--- src/rtl/sync_4ph_bridge.sv ---
// sync_4ph_bridge: valid/ready <-> 4-phase bundled-data bridge with synchronised handshakes and sticky timeout flags
module sync_4ph_bridge #(
  parameter int N = 6,
  parameter int SYNC_STAGES = 2,
  parameter int SETUP_CYC = 1,
  parameter int TIMEOUT = 1023
) (
  input  logic         clk,
  input  logic         rst_n,
  input  logic         in_valid,
  output logic         in_ready,
  input  logic [N-1:0] in_data,
  output logic         tx_req,
  input  logic         tx_ack,
  output logic [N-1:0] tx_data,
  input  logic         rx_req,
  output logic         rx_ack,
  input  logic [N-1:0] rx_data,
  output logic         out_valid,
  input  logic         out_ready,
  output logic [N-1:0] out_data,
  input  logic         err_clr,
  output logic         tx_err,
  output logic         rx_err
);
  localparam int CW = $clog2(TIMEOUT + 1);
  localparam int SW = $clog2(SETUP_CYC + 1);
  typedef enum logic [1:0] {IDLE, SETUP, REQ_HI, REQ_LO} tx_st_t;
  typedef enum logic [1:0] {WAIT_REQ, HOLD, ACK_HI} rx_st_t;
  tx_st_t tx_st_q, tx_st_d;
  rx_st_t rx_st_q, rx_st_d;
  logic [SYNC_STAGES-1:0] ack_sync_q, ack_sync_d, req_sync_q, req_sync_d;
  logic [SW-1:0] setup_cnt_q, setup_cnt_d;
  logic [CW-1:0] tx_cnt_q, tx_cnt_d, rx_cnt_q, rx_cnt_d;
  logic [N-1:0] tx_data_q, tx_data_d, out_data_q, out_data_d;
  logic in_ready_q, in_ready_d, tx_req_q, tx_req_d, tx_err_q, tx_err_d;
  logic rx_ack_q, rx_ack_d, out_valid_q, out_valid_d, rx_err_q, rx_err_d;
  logic ack_s, req_s, tx_set, rx_set;
  assign ack_sync_d = {ack_sync_q[SYNC_STAGES-2:0], tx_ack};
  assign req_sync_d = {req_sync_q[SYNC_STAGES-2:0], rx_req};
  assign ack_s = ack_sync_q[SYNC_STAGES-1];
  assign req_s = req_sync_q[SYNC_STAGES-1];
  always_comb begin
    tx_st_d = tx_st_q;
    setup_cnt_d = setup_cnt_q;
    tx_cnt_d = (tx_cnt_q == CW'(TIMEOUT)) ? tx_cnt_q : tx_cnt_q + 1'b1;
    tx_req_d = tx_req_q;
    tx_data_d = tx_data_q;
    in_ready_d = in_ready_q;
    tx_set = 1'b0;
    case (tx_st_q)
      IDLE: begin
        in_ready_d = 1'b1;
        if (in_valid && in_ready_q) begin
          tx_data_d = in_data;
          in_ready_d = 1'b0;
          setup_cnt_d = '0;
          tx_st_d = SETUP;
        end
      end
      SETUP: begin
        if (setup_cnt_q == SW'(SETUP_CYC - 1)) begin
          tx_req_d = 1'b1;
          tx_cnt_d = '0;
          tx_st_d = REQ_HI;
        end else begin
          setup_cnt_d = setup_cnt_q + 1'b1;
        end
      end
      REQ_HI: begin
        if (ack_s) begin
          tx_req_d = 1'b0;
          tx_cnt_d = '0;
          tx_st_d = REQ_LO;
        end else begin
          tx_set = tx_cnt_q == CW'(TIMEOUT - 1);
        end
      end
      REQ_LO: begin
        if (!ack_s) begin
          in_ready_d = 1'b1;
          tx_st_d = IDLE;
        end else begin
          tx_set = tx_cnt_q == CW'(TIMEOUT - 1);
        end
      end
      default: tx_st_d = IDLE;
    endcase
    tx_err_d = tx_set | (tx_err_q & ~err_clr);
  end
  always_comb begin
    rx_st_d = rx_st_q;
    rx_cnt_d = (rx_cnt_q == CW'(TIMEOUT)) ? rx_cnt_q : rx_cnt_q + 1'b1;
    rx_ack_d = rx_ack_q;
    out_valid_d = out_valid_q;
    out_data_d = out_data_q;
    rx_set = 1'b0;
    case (rx_st_q)
      WAIT_REQ: begin
        if (req_s) begin
          out_data_d = rx_data;
          out_valid_d = 1'b1;
          rx_st_d = HOLD;
        end
      end
      HOLD: begin
        if (out_ready) begin
          out_valid_d = 1'b0;
          rx_ack_d = 1'b1;
          rx_cnt_d = '0;
          rx_st_d = ACK_HI;
        end
      end
      ACK_HI: begin
        if (!req_s) begin
          rx_ack_d = 1'b0;
          rx_st_d = WAIT_REQ;
        end else begin
          rx_set = rx_cnt_q == CW'(TIMEOUT - 1);
        end
      end
      default: rx_st_d = WAIT_REQ;
    endcase
    rx_err_d = rx_set | (rx_err_q & ~err_clr);
  end
  always_ff @(posedge clk or negedge rst_n) begin
    if (!rst_n) begin
      tx_st_q <= IDLE;
      rx_st_q <= WAIT_REQ;
      ack_sync_q <= '0;
      req_sync_q <= '0;
      setup_cnt_q <= '0;
      tx_cnt_q <= '0;
      rx_cnt_q <= '0;
      tx_data_q <= '0;
      out_data_q <= '0;
      in_ready_q <= 1'b0;
      tx_req_q <= 1'b0;
      tx_err_q <= 1'b0;
      rx_ack_q <= 1'b0;
      out_valid_q <= 1'b0;
      rx_err_q <= 1'b0;
    end else begin
      tx_st_q <= tx_st_d;
      rx_st_q <= rx_st_d;
      ack_sync_q <= ack_sync_d;
      req_sync_q <= req_sync_d;
      setup_cnt_q <= setup_cnt_d;
      tx_cnt_q <= tx_cnt_d;
      rx_cnt_q <= rx_cnt_d;
      tx_data_q <= tx_data_d;
      out_data_q <= out_data_d;
      in_ready_q <= in_ready_d;
      tx_req_q <= tx_req_d;
      tx_err_q <= tx_err_d;
      rx_ack_q <= rx_ack_d;
      out_valid_q <= out_valid_d;
      rx_err_q <= rx_err_d;
    end
  end
  assign in_ready = in_ready_q;
  assign tx_req = tx_req_q;
  assign tx_data = tx_data_q;
  assign tx_err = tx_err_q;
  assign rx_ack = rx_ack_q;
  assign out_valid = out_valid_q;
  assign out_data = out_data_q;
  assign rx_err = rx_err_q;
endmodule
--- config.mk ---
export PLATFORM = sky130hd
export DESIGN_NAME = sync_4ph_bridge
export DESIGN_NICKNAME = d
export VERILOG_FILES = /design/src/rtl/sync_4ph_bridge.sv
export SDC_FILE = /design/constraint.sdc
export NUM_CORES = 1
export LEC_CHECK = 0
export BUFFER_PORTS_ARGS = -buffer_cell sky130_fd_sc_hd__buf_4
export CELL_PAD_IN_SITES_DETAIL_PLACEMENT = 0
export CELL_PAD_IN_SITES_GLOBAL_PLACEMENT = 2
export CORE_MARGIN = 2
export CORE_UTILIZATION = 38
export CTS_CLUSTER_DIAMETER = 30
export CTS_CLUSTER_SIZE = 24
export DETAILED_ROUTE_END_ITERATION = 8
export PLACE_DENSITY = 0.86
export SLEW_MARGIN = 10
export SYNTH_ARGS = -nofsm -noshare
export SYNTH_HDL_FRONTEND = slang
export SYNTH_SLANG_ARGS = --single-unit
--- constraint.sdc ---
create_clock -name clk -period 3.2 [get_ports clk]
set_clock_uncertainty 0.2 [all_clocks]
set_input_delay 0.48 -clock clk [delete_from_list [all_inputs] [get_ports clk]]
set_output_delay 0.48 -clock clk [all_outputs]
set_load 0.01 [all_outputs]
# Word-level counts from Yosys, hierarchy flattened

Cells that the tools add are included.

$add $sub $neg: 3
Equality and inequality tests: 16
Mux-type cells: 36
Bitwise gates (word level): 5
Reduce and logical (&&, ||, !) cells: 17

Operators by type and width:

| kind                                                | count |
|---|---|
| two-way mux 10 bit                                  | 6 |
| equality test 10 bit, second input constant         | 4 |
| adder 10 x 1 -> 10 bit, second input constant       | 2 |
| one-hot mux 10 bit (2 select lines)                 | 1 |
| two-way mux 1 bit                                   | 14 |
| two-way mux 2 bit                                   | 7 |
| != test 2 bit, second input constant                | 7 |
| one-hot mux 1 bit (2 select lines)                  | 6 |
| AND reduction 3 bit                                 | 4 |
| nonzero test 2 bit                                  | 5 |
| one-hot mux 2 bit (4 select lines)                  | 1 |
| AND reduction 2 bit                                 | 4 |
| equality test 2 bit, second input constant          | 3 |
| one-hot mux 2 bit (3 select lines)                  | 1 |
| equality test 2 x 1 -> 1 bit, second input constant | 2 |
| logical NOT 2 bit                                   | 2 |
| AND reduction 4 bit                                 | 1 |
| bitwise AND 1 bit                                   | 2 |
| bitwise OR 1 bit                                    | 2 |
| adder 1 bit, second input constant                  | 1 |
| logical AND 1 bit                                   | 1 |
| inverter 1 bit                                      | 1 |

Register bits: 47
Input bits: 19
Output and inout bits: 18

# Longest topological paths before layout

Gate-level depths: netlist of the first run.

Word-level depth: 4
Mapped depth: 6
Gate-level depth less buffers: 6

# Worst setup path after synthesis of the first run

OpenSTA, ideal clock, no wires.

Path kind: register -> register
From: register rx_cnt_q[0]
To: register rx_cnt_q[1]
Arrival: 1,310 ps
Required time: 2,906 ps
Path slack: 1,596 ps
Stages on the path, launching flop included: 6
Clock period less this slack: 1,604 ps
Cell sequence: dfrtp_1 > ha_1 > and4_1 > nand3_1 > nor2_1 > a211oi_1

Longest elaborated chain between the ends: 4
Elaborated cells on any way between the ends: 5

Ends and longest elaborated chain:

| what                                                                  | RTL line | source |
|---|---|---|
| start: declaration                                                    | 34       | `logic [CW-1:0] tx_cnt_q, tx_cnt_d, rx_cnt_q, rx_cnt_d;` |
| start signal: assignment                                              | 150      | `rx_cnt_q <= rx_cnt_d;` |
| adder 10 x 1 -> 10 bit / equality test 10 bit (equally long branches) | 93       | `rx_cnt_d = (rx_cnt_q == CW'(TIMEOUT)) ? rx_cnt_q : rx_cnt_q + 1'b1;` |
| two-way mux 10 bit (*)                                                | 93       |  |
| two-way mux 10 bit                                                    | 107      | `if (out_ready) begin` |
| two-way mux 10 bit (*)                                                | 98       | `case (rx_st_q)` |
| via rx_cnt_d[1]                                                       | 34       |  |

The timed path passes the listed nets; every way through them passes the cells marked *.
A chain may end at the register's enable or synchronous reset.

# Worst setup path in the final report of the first run

From: register rx_cnt_q[0]
To: register rx_cnt_q[0]

The elaborated chain is that of the path after synthesis.

==> out/qor.yml, run 1 <==
status: "finished clean"
vias_per_cell: 5.124
yosysSeqAreaShare_pct: 54.89
switching_share_pct: 33.39
synth_top_family_by_area: "simple AND/OR/NAND/NOR gates"
final_common_cell: "dfrtp_1"
crit_fanout: 7
required_ns: 3.17
seq_area_um2: 1151
cts_made_buffers: 5
synth-adder-area-share_pct: 4.773
cts_resized: 0
cts_setup_buffers: 0
antenna_found_initial: 0
finalWirelength_mm: 3.989
tightestPinTransition_ns: 0.5762
syn_to_final_growth_pct: 22.20
multi_input_area_um2: 889.6
power_density_nw_per_um2: 797.2
final_cell_mix: "46 x dfrtp_1, 36 x buf_4, 14 x nor2_1"
max_slew_margin_pct: 61.59
nets: 252
pwr-share-seq_pct: 44.6
maxSlewViolCount: 0
leakage_uw: 0.001150
syn_inst: 183
ys_ff_latch: 46
finalPower_uw: 2043
synth_simple_gate_area_share_pct: 14.56
synth_warnings: 0
clk_latency_ns: 0.30
rsz0062_at_grt: "false"
synthMuxAreaShare_pct: 6.981
crit-reg2reg-capture: "rx_cnt_q[0]$_DFF_PN0_"
setup_tns_ns: 0
hold_class: "input pin to register"
p_sw_uw: 682.0
fillers: 526
hold_end: "req_sync_q[0]$_DFF_PN0_"
vias: 1527
clock_path_buffers: 2
timing.final.crit_share_pct: 56.31
arrival_ns: 1.77
dp_cells: 289
syn_area_um2: 2097
top_level_ports: 37
track_usage_pct: 14.08
intPower_uw: 1361
clockPowerShare_pct: 20.9
hold_violations: 0
drtAntennaViolNets: 0
worst_hold_slack_ns: 0.08083
rows: 27
die_w_um: 78.29
drc: 0
grt_start_max_net_pins: 47
r2r-start: "rx_cnt_q[0]$_DFF_PN0_"
hpwl_mm: 2.840
syn_nets: 210
period_needed_ns: 1.802
synth_cell_types: 40
core_um2: 5405
drt_first_iter_violations: 69
syn_area_per_cell_um2: 11.46
path_class: "register to register"
gp_congestion: 0.7845
hold_depth: 1
overflow: 0
drv_cap: 0
firstDrtPassIters: 6
die_y_um: 78.29
setup_viol_count_final: 0
hold_buffers: 1
fmax_mhz: 554.9
synth_xor_area_share_pct: 2.924
first_global_vias: 1492
synth_compound_gate_area_share_pct: 13.19
ff2ff_path_depth: 5
post-route-util_pct: 47.41
htreeDepth: 2
drive_above_1_share_pct: 26.55
clkTransAtPathRegs_ns: 0.09
cts_tree: "built"
port_buffers: 36
reg2reg_slack_ns: 1.40
vdd_drop_max_mv: 0.4636
end_kind: "register"
layout.cells.non_filler: 298
grt_pass1_wl_mm: 6.720
combPwrFrac_pct: 34.5
hold_path.startpoint: "rx_req"
clock-sinks: 46
crit_path_start: "rx_cnt_q[0]$_DFF_PN0_"
start_kind: "register"
start_util_pct: 38.80
dieArea_um2: 6129
clockRootBuffer: "clkbuf_8"
avgRoutedWirePerCell_um: 13.39
diodes: 0
cell type report:
type,count,area share [%]
inverter,11,1.611
sequential,46,44.92
timing repair buffer,37,10.94
clock inverter,2,1.465
clock buffer,6,2.832
multi-input combinational,124,34.72
tap,72,3.516
cells in the mapped netlist:
library cell  count  area (um^2)
and4b_1           1        10.01
and3_2            1        7.510
o22ai_1           2        12.51
xor2_1            4        35.03
nor2b_1           1        6.260
o22a_1            1        8.760
mux2_2           13        146.4
a2bb2oi_1         1        8.760
a31o_1            1        8.760
and3_1            4        25.02
nand3_4           1        17.52
o2111ai_1         1        8.760
o211ai_1          1        7.510
and4_1            5        43.79
o32ai_1           1        8.760
o21ai_0           7        35.03
a211oi_1          5        37.54
buf_6             1        11.26
inv_1            11        41.29
ha_1              8        100.1
o311a_1           1        10.01
o311ai_1          1        8.760
nand2b_1          3        18.77
clkbuf_1          1        3.750
a21oi_2           1        8.760
nand2_1           8        30.03
nand3_1           9        45.04
nor2_1           14        52.55
nor2_2            1        6.260
nor3_1            1        5.000
and2_1            2        12.51
nand4_1           3        18.77
xnor2_1           3        26.28
a31oi_1           8        50.05
a311oi_1          2        17.52
or2_1             1        6.260
a21o_1            1        7.510
o21a_1            1        7.510
dfrtp_1          46         1151
a21oi_1           6        30.03
metrics by stage:
step                area (um^2)  worst slack [ns]
floorplan                  2097             1.596
global placement           2442             1.430
detailed placement         2442             1.423
CTS                        2562             1.396
global route               2562             1.196
finish                     2562             1.398
sequential cells by signal (all words and copies together), names as in the netlist, 2 cells and up:
name,flops
tx_st_q,2
rx_cnt_q,10
req_sync_q,2
rx_st_q,2
tx_cnt_q,10
ack_sync_q,2
out_data,6
tx_data,6
how the worst max path moves through the flow:
stage	to	slack, ns	cells after the start
6_report	rx_cnt_q[0]$_DFF_PN0_	1.40	5
5_1_grt	rx_cnt_q[1]$_DFF_PN0_	1.20	4
4_1_cts	rx_cnt_q[0]$_DFF_PN0_	1.40	5
3_5_place_dp	rx_cnt_q[0]$_DFF_PN0_	1.42	5
3_3_place_gp	rx_cnt_q[0]$_DFF_PN0_	1.43	5
2_1_floorplan	rx_cnt_q[1]$_DFF_PN0_	1.60	5
routing by layer:
layer | GRT usage, % | share of wire, % | routed length, um | up-vias
met5 | 0 | 0 | 0 | -
li1 | - | - | - | 751
met2 | 22.41 | 48 | 1906 | 20
met3 | 3.448 | 2.9 | 114 | 7
met4 | 6.316 | 1.8 | 72 | 0
met1 | 18.22 | 48 | 1896 | 749
worst max-delay path, stage by stage, from the launching register on:
cell and delay (ns):
dfrtp_1 0.44, ha_1 0.30, and4_1 0.32, nand3_1 0.19, xnor2_1 0.18, nor2_1 0.05
cell families (layout without fill, tap and decap cells):
logic type                 after synthesis  in the layout
adders and majority gates                8              8
DFF                                     46             46
buffers and inverters                   13             56
muxes                                   13             13
AOI/OAI and AO/OA                       41             41
and+or+nand+nor                         55             55
xor gates and xnor gates                 7              7
power groups by stage:
stage | logic (uW) | registers [uW] | clock network (uW)
finish | 705 | 911 | 427
detailed placement | 718 | 922 | 0
floorplan | 404 | 941 | 0
CTS | 720 | 912 | 439
global placement | 714 | 915 | 0
global route | 787 | 939 | 468
(Power assumes the default switching activity.)
==> run 2, diff against run 1 <==
--- a/config.mk
+++ b/config.mk
@@ -9,11 +9,11 @@
 export CELL_PAD_IN_SITES_DETAIL_PLACEMENT = 0
 export CELL_PAD_IN_SITES_GLOBAL_PLACEMENT = 2
 export CORE_MARGIN = 2
-export CORE_UTILIZATION = 38
+export CORE_UTILIZATION = 32
 export CTS_CLUSTER_DIAMETER = 30
 export CTS_CLUSTER_SIZE = 24
 export DETAILED_ROUTE_END_ITERATION = 8
-export PLACE_DENSITY = 0.86
+export PLACE_DENSITY = 0.78
 export SLEW_MARGIN = 10
 export SYNTH_ARGS = -nofsm -noshare
 export SYNTH_HDL_FRONTEND = slang
==> constraint.sdc (replaced) <==
create_clock -name clk -period 1.6 [get_ports clk]
set_clock_uncertainty 0.2 [all_clocks]
set_input_delay 0.24 -clock clk [delete_from_list [all_inputs] [get_ports clk]]
set_output_delay 0.24 -clock clk [all_outputs]
set_load 0.01 [all_outputs]
==> run 2 against run 1 <==
Effect of this change:
- register-to-register slack lost 1.4 ns
- routed wire length is 19% higher
- critical endpoint is now tx_st_q[1]$_DFFE_PN0P_
- critical path depth is 1 higher
- sequential power increased by 95%
- combinational power rose to 3.2 times the previous value
- the flow now finishes with violations (negative setup slack)
==> out/qor.yml, run 2 (same netlist as run 1, synthesis figures left out) <==
clock-sinks: 46  # unchanged
path_class: "register to register"  # unchanged
maxSlewViolCount: 0  # unchanged
firstDrtPassIters: 4  # was 6
clock_path_buffers: 2  # unchanged
diodes: 0  # unchanged
port_buffers: 36  # unchanged
track_usage_pct: 13.33  # was 14.08%
cts_made_buffers: 5  # unchanged
start_util_pct: 33.02  # was 38.80%
power_density_nw_per_um2: 1577  # was 797.2 nW/um^2
crit_fanout: 4  # was 7
fmax_mhz: 617.1  # was 554.9 MHz
vdd_drop_max_mv: 1.135  # was 0.4636 mV
first_global_vias: 1690  # was 1492
leakage_uw: 0.001403  # was 0.001150 uW
vias: 1705  # was 1527
finalPower_uw: 4924  # was 2043 uW
end_kind: "register"  # unchanged
failed_checks: "negative setup slack"
status: "complete, but fails checks"  # was finished clean
hold_class: "input pin to register"  # unchanged
grt_pass1_wl_mm: 7.797  # was 6.720 mm
die_w_um: 84.95  # was 78.29 um
overflow: 0  # unchanged
hold_violations: 0  # unchanged
vias_per_cell: 4.871  # was 5.124
period_needed_ns: 1.620  # was 1.802 ns
drive_above_1_share_pct: 42.49  # was 26.55%
clk_latency_ns: 0.29  # was 0.30 ns
avgRoutedWirePerCell_um: 13.57  # was 13.39 um
top_level_ports: 37  # unchanged
hpwl_mm: 3.143  # was 2.840 mm
syn_to_final_growth_pct: 48.87  # was 22.20%
clockRootBuffer: "clkbuf_8"  # unchanged
timing.final.crit_share_pct: 101.3  # was 56.31%
fillers: 583  # was 526
antenna_found_initial: 0  # unchanged
gp_congestion: 0.7412  # was 0.7845
rsz0062_at_grt: "true"  # was false
post-route-util_pct: 49.16  # was 47.41%
cts_tree: "built"  # unchanged
clkTransAtPathRegs_ns: 0.09  # about the same
start_kind: "register"  # unchanged
core_um2: 6350  # was 5405 um^2
setup_tns_ns: -0.02048  # was 0 ns
setup_viol_count_final: 1  # was 0
tightestPinTransition_ns: 0.2723  # was 0.5762 ns
drc: 0  # unchanged
die_y_um: 84.95  # was 78.29 um
drt_first_iter_violations: 48  # was 69
finalWirelength_mm: 4.751  # was 3.989 mm
required_ns: 1.58  # was 3.17 ns
nets: 299  # was 252
htreeDepth: 2  # unchanged
rows: 29  # was 27
final_common_cell: "buf_4"  # was dfrtp_1
dieArea_um2: 7217  # was 6129 um^2
grt_start_max_net_pins: 28  # was 47
drtAntennaViolNets: 0  # unchanged
final_cell_mix: "64 x buf_4, 46 x dfrtp_1, 16 x dlygate4sd3_1"  # was 46 x dfrtp_1, 36 x buf_4, 14 x nor2_1
arrival_ns: 1.60  # was 1.77 ns
max_slew_margin_pct: 81.84  # was 61.59%
layout_setup_ws_ns: -0.02048  # was 1.398 ns
largestRegisters: "rx_cnt_q x10, tx_cnt_q x10"  # unchanged
drv_cap: 0  # unchanged
==> run 2: cell count changes in the layout (fill, tap and decap cells not counted), moves of 3 or more <==
| cell | delta |
|---|---|
| ha_1 | -5 |
| ha_2 | +3 |
| dlygate4sd3_1 | +15 |
| buf_4 | +28 |
| and3_1 | -3 |
| a211oi_1 | -3 |
| a211oi_2 | +3 |
==> run 2: report_power, final <==
group	leakage [uW]	total (uW)	switching, uW	internal (uW)
Clock	0.0000514	866	399	466
Combinational	0.000778	2280	972	1300
Sequential	0.000574	1780	260	1520
==> run 2: worst paths after layout <==
kind	to	slack (ns)	depth (start not counted)	startpoint
min in group asynchronous	rx_cnt_q[9]$_DFF_PN0_	0.15	2	rst_n
max reg2reg	tx_st_q[1]$_DFFE_PN0P_	-0.02	6	tx_st_q[1]$_DFFE_PN0P_
max	tx_st_q[1]$_DFFE_PN0P_	-0.02	6	tx_st_q[1]$_DFFE_PN0P_
min reg2reg	ack_sync_q[1]$_DFF_PN0_	0.16	0	ack_sync_q[0]$_DFF_PN0_
max in group asynchronous	tx_req$_DFFE_PN0P_	0.63	3	rst_n
min	rx_st_q[0]$_DFFE_PN0P_	0.02	3	out_ready
==> run 2: metrics by stage <==
step                cells  setup WS [ns]  cell area [um^2]  hold WS (ns)
finish                350       -0.02048              3122       0.02302
global route          350       -0.04797              3122      0.002796
CTS                   345      -0.003186              2964      0.002823
detailed placement    320       -0.08948              2671      -0.05952
global placement      320       -0.03252              2671      -0.05637
floorplan             183       0.005369              2100       -0.2556
==> run 2: area by class of cell <==
type / count / area (um^2) / area share (%)
well taps: 77 / 96.34 / 3.086
clock inverters: 2 / 37.54 / 1.202
flip-flops and latches: 46 / 1151 / 36.87
inverters: 11 / 41.29 / 1.323
multi-input cells: 124 / 1020 / 32.67
repair buffers: 84 / 703.2 / 22.53
clock buffers: 6 / 72.57 / 2.325
==> run 2: per-layer routing <==
metal	vias up	wire, um	GRT usage, %
met5	-	0	0
met4	0	24	3.896
met1	837	2194	17.64
met3	2	104	3.210
li1	844	-	-
met2	22	2427	21.80
==> run 2: timing repair <==
item	in CTS	in global routing
setup endpoints to repair	3	22
hold buffers	16	0
pin swaps	1	2
hold endpoints to repair	62	0
buffers inserted	1	5
resized for setup	5	27
==> run 2: worst max-delay path: stages (launching register included) <==
cell      delay (ns)
dfrtp_1         0.44
buf_6           0.14
ha_4            0.15
nand2b_4        0.08
nand2_4         0.05
a21oi_4         0.14
mux2_4          0.31
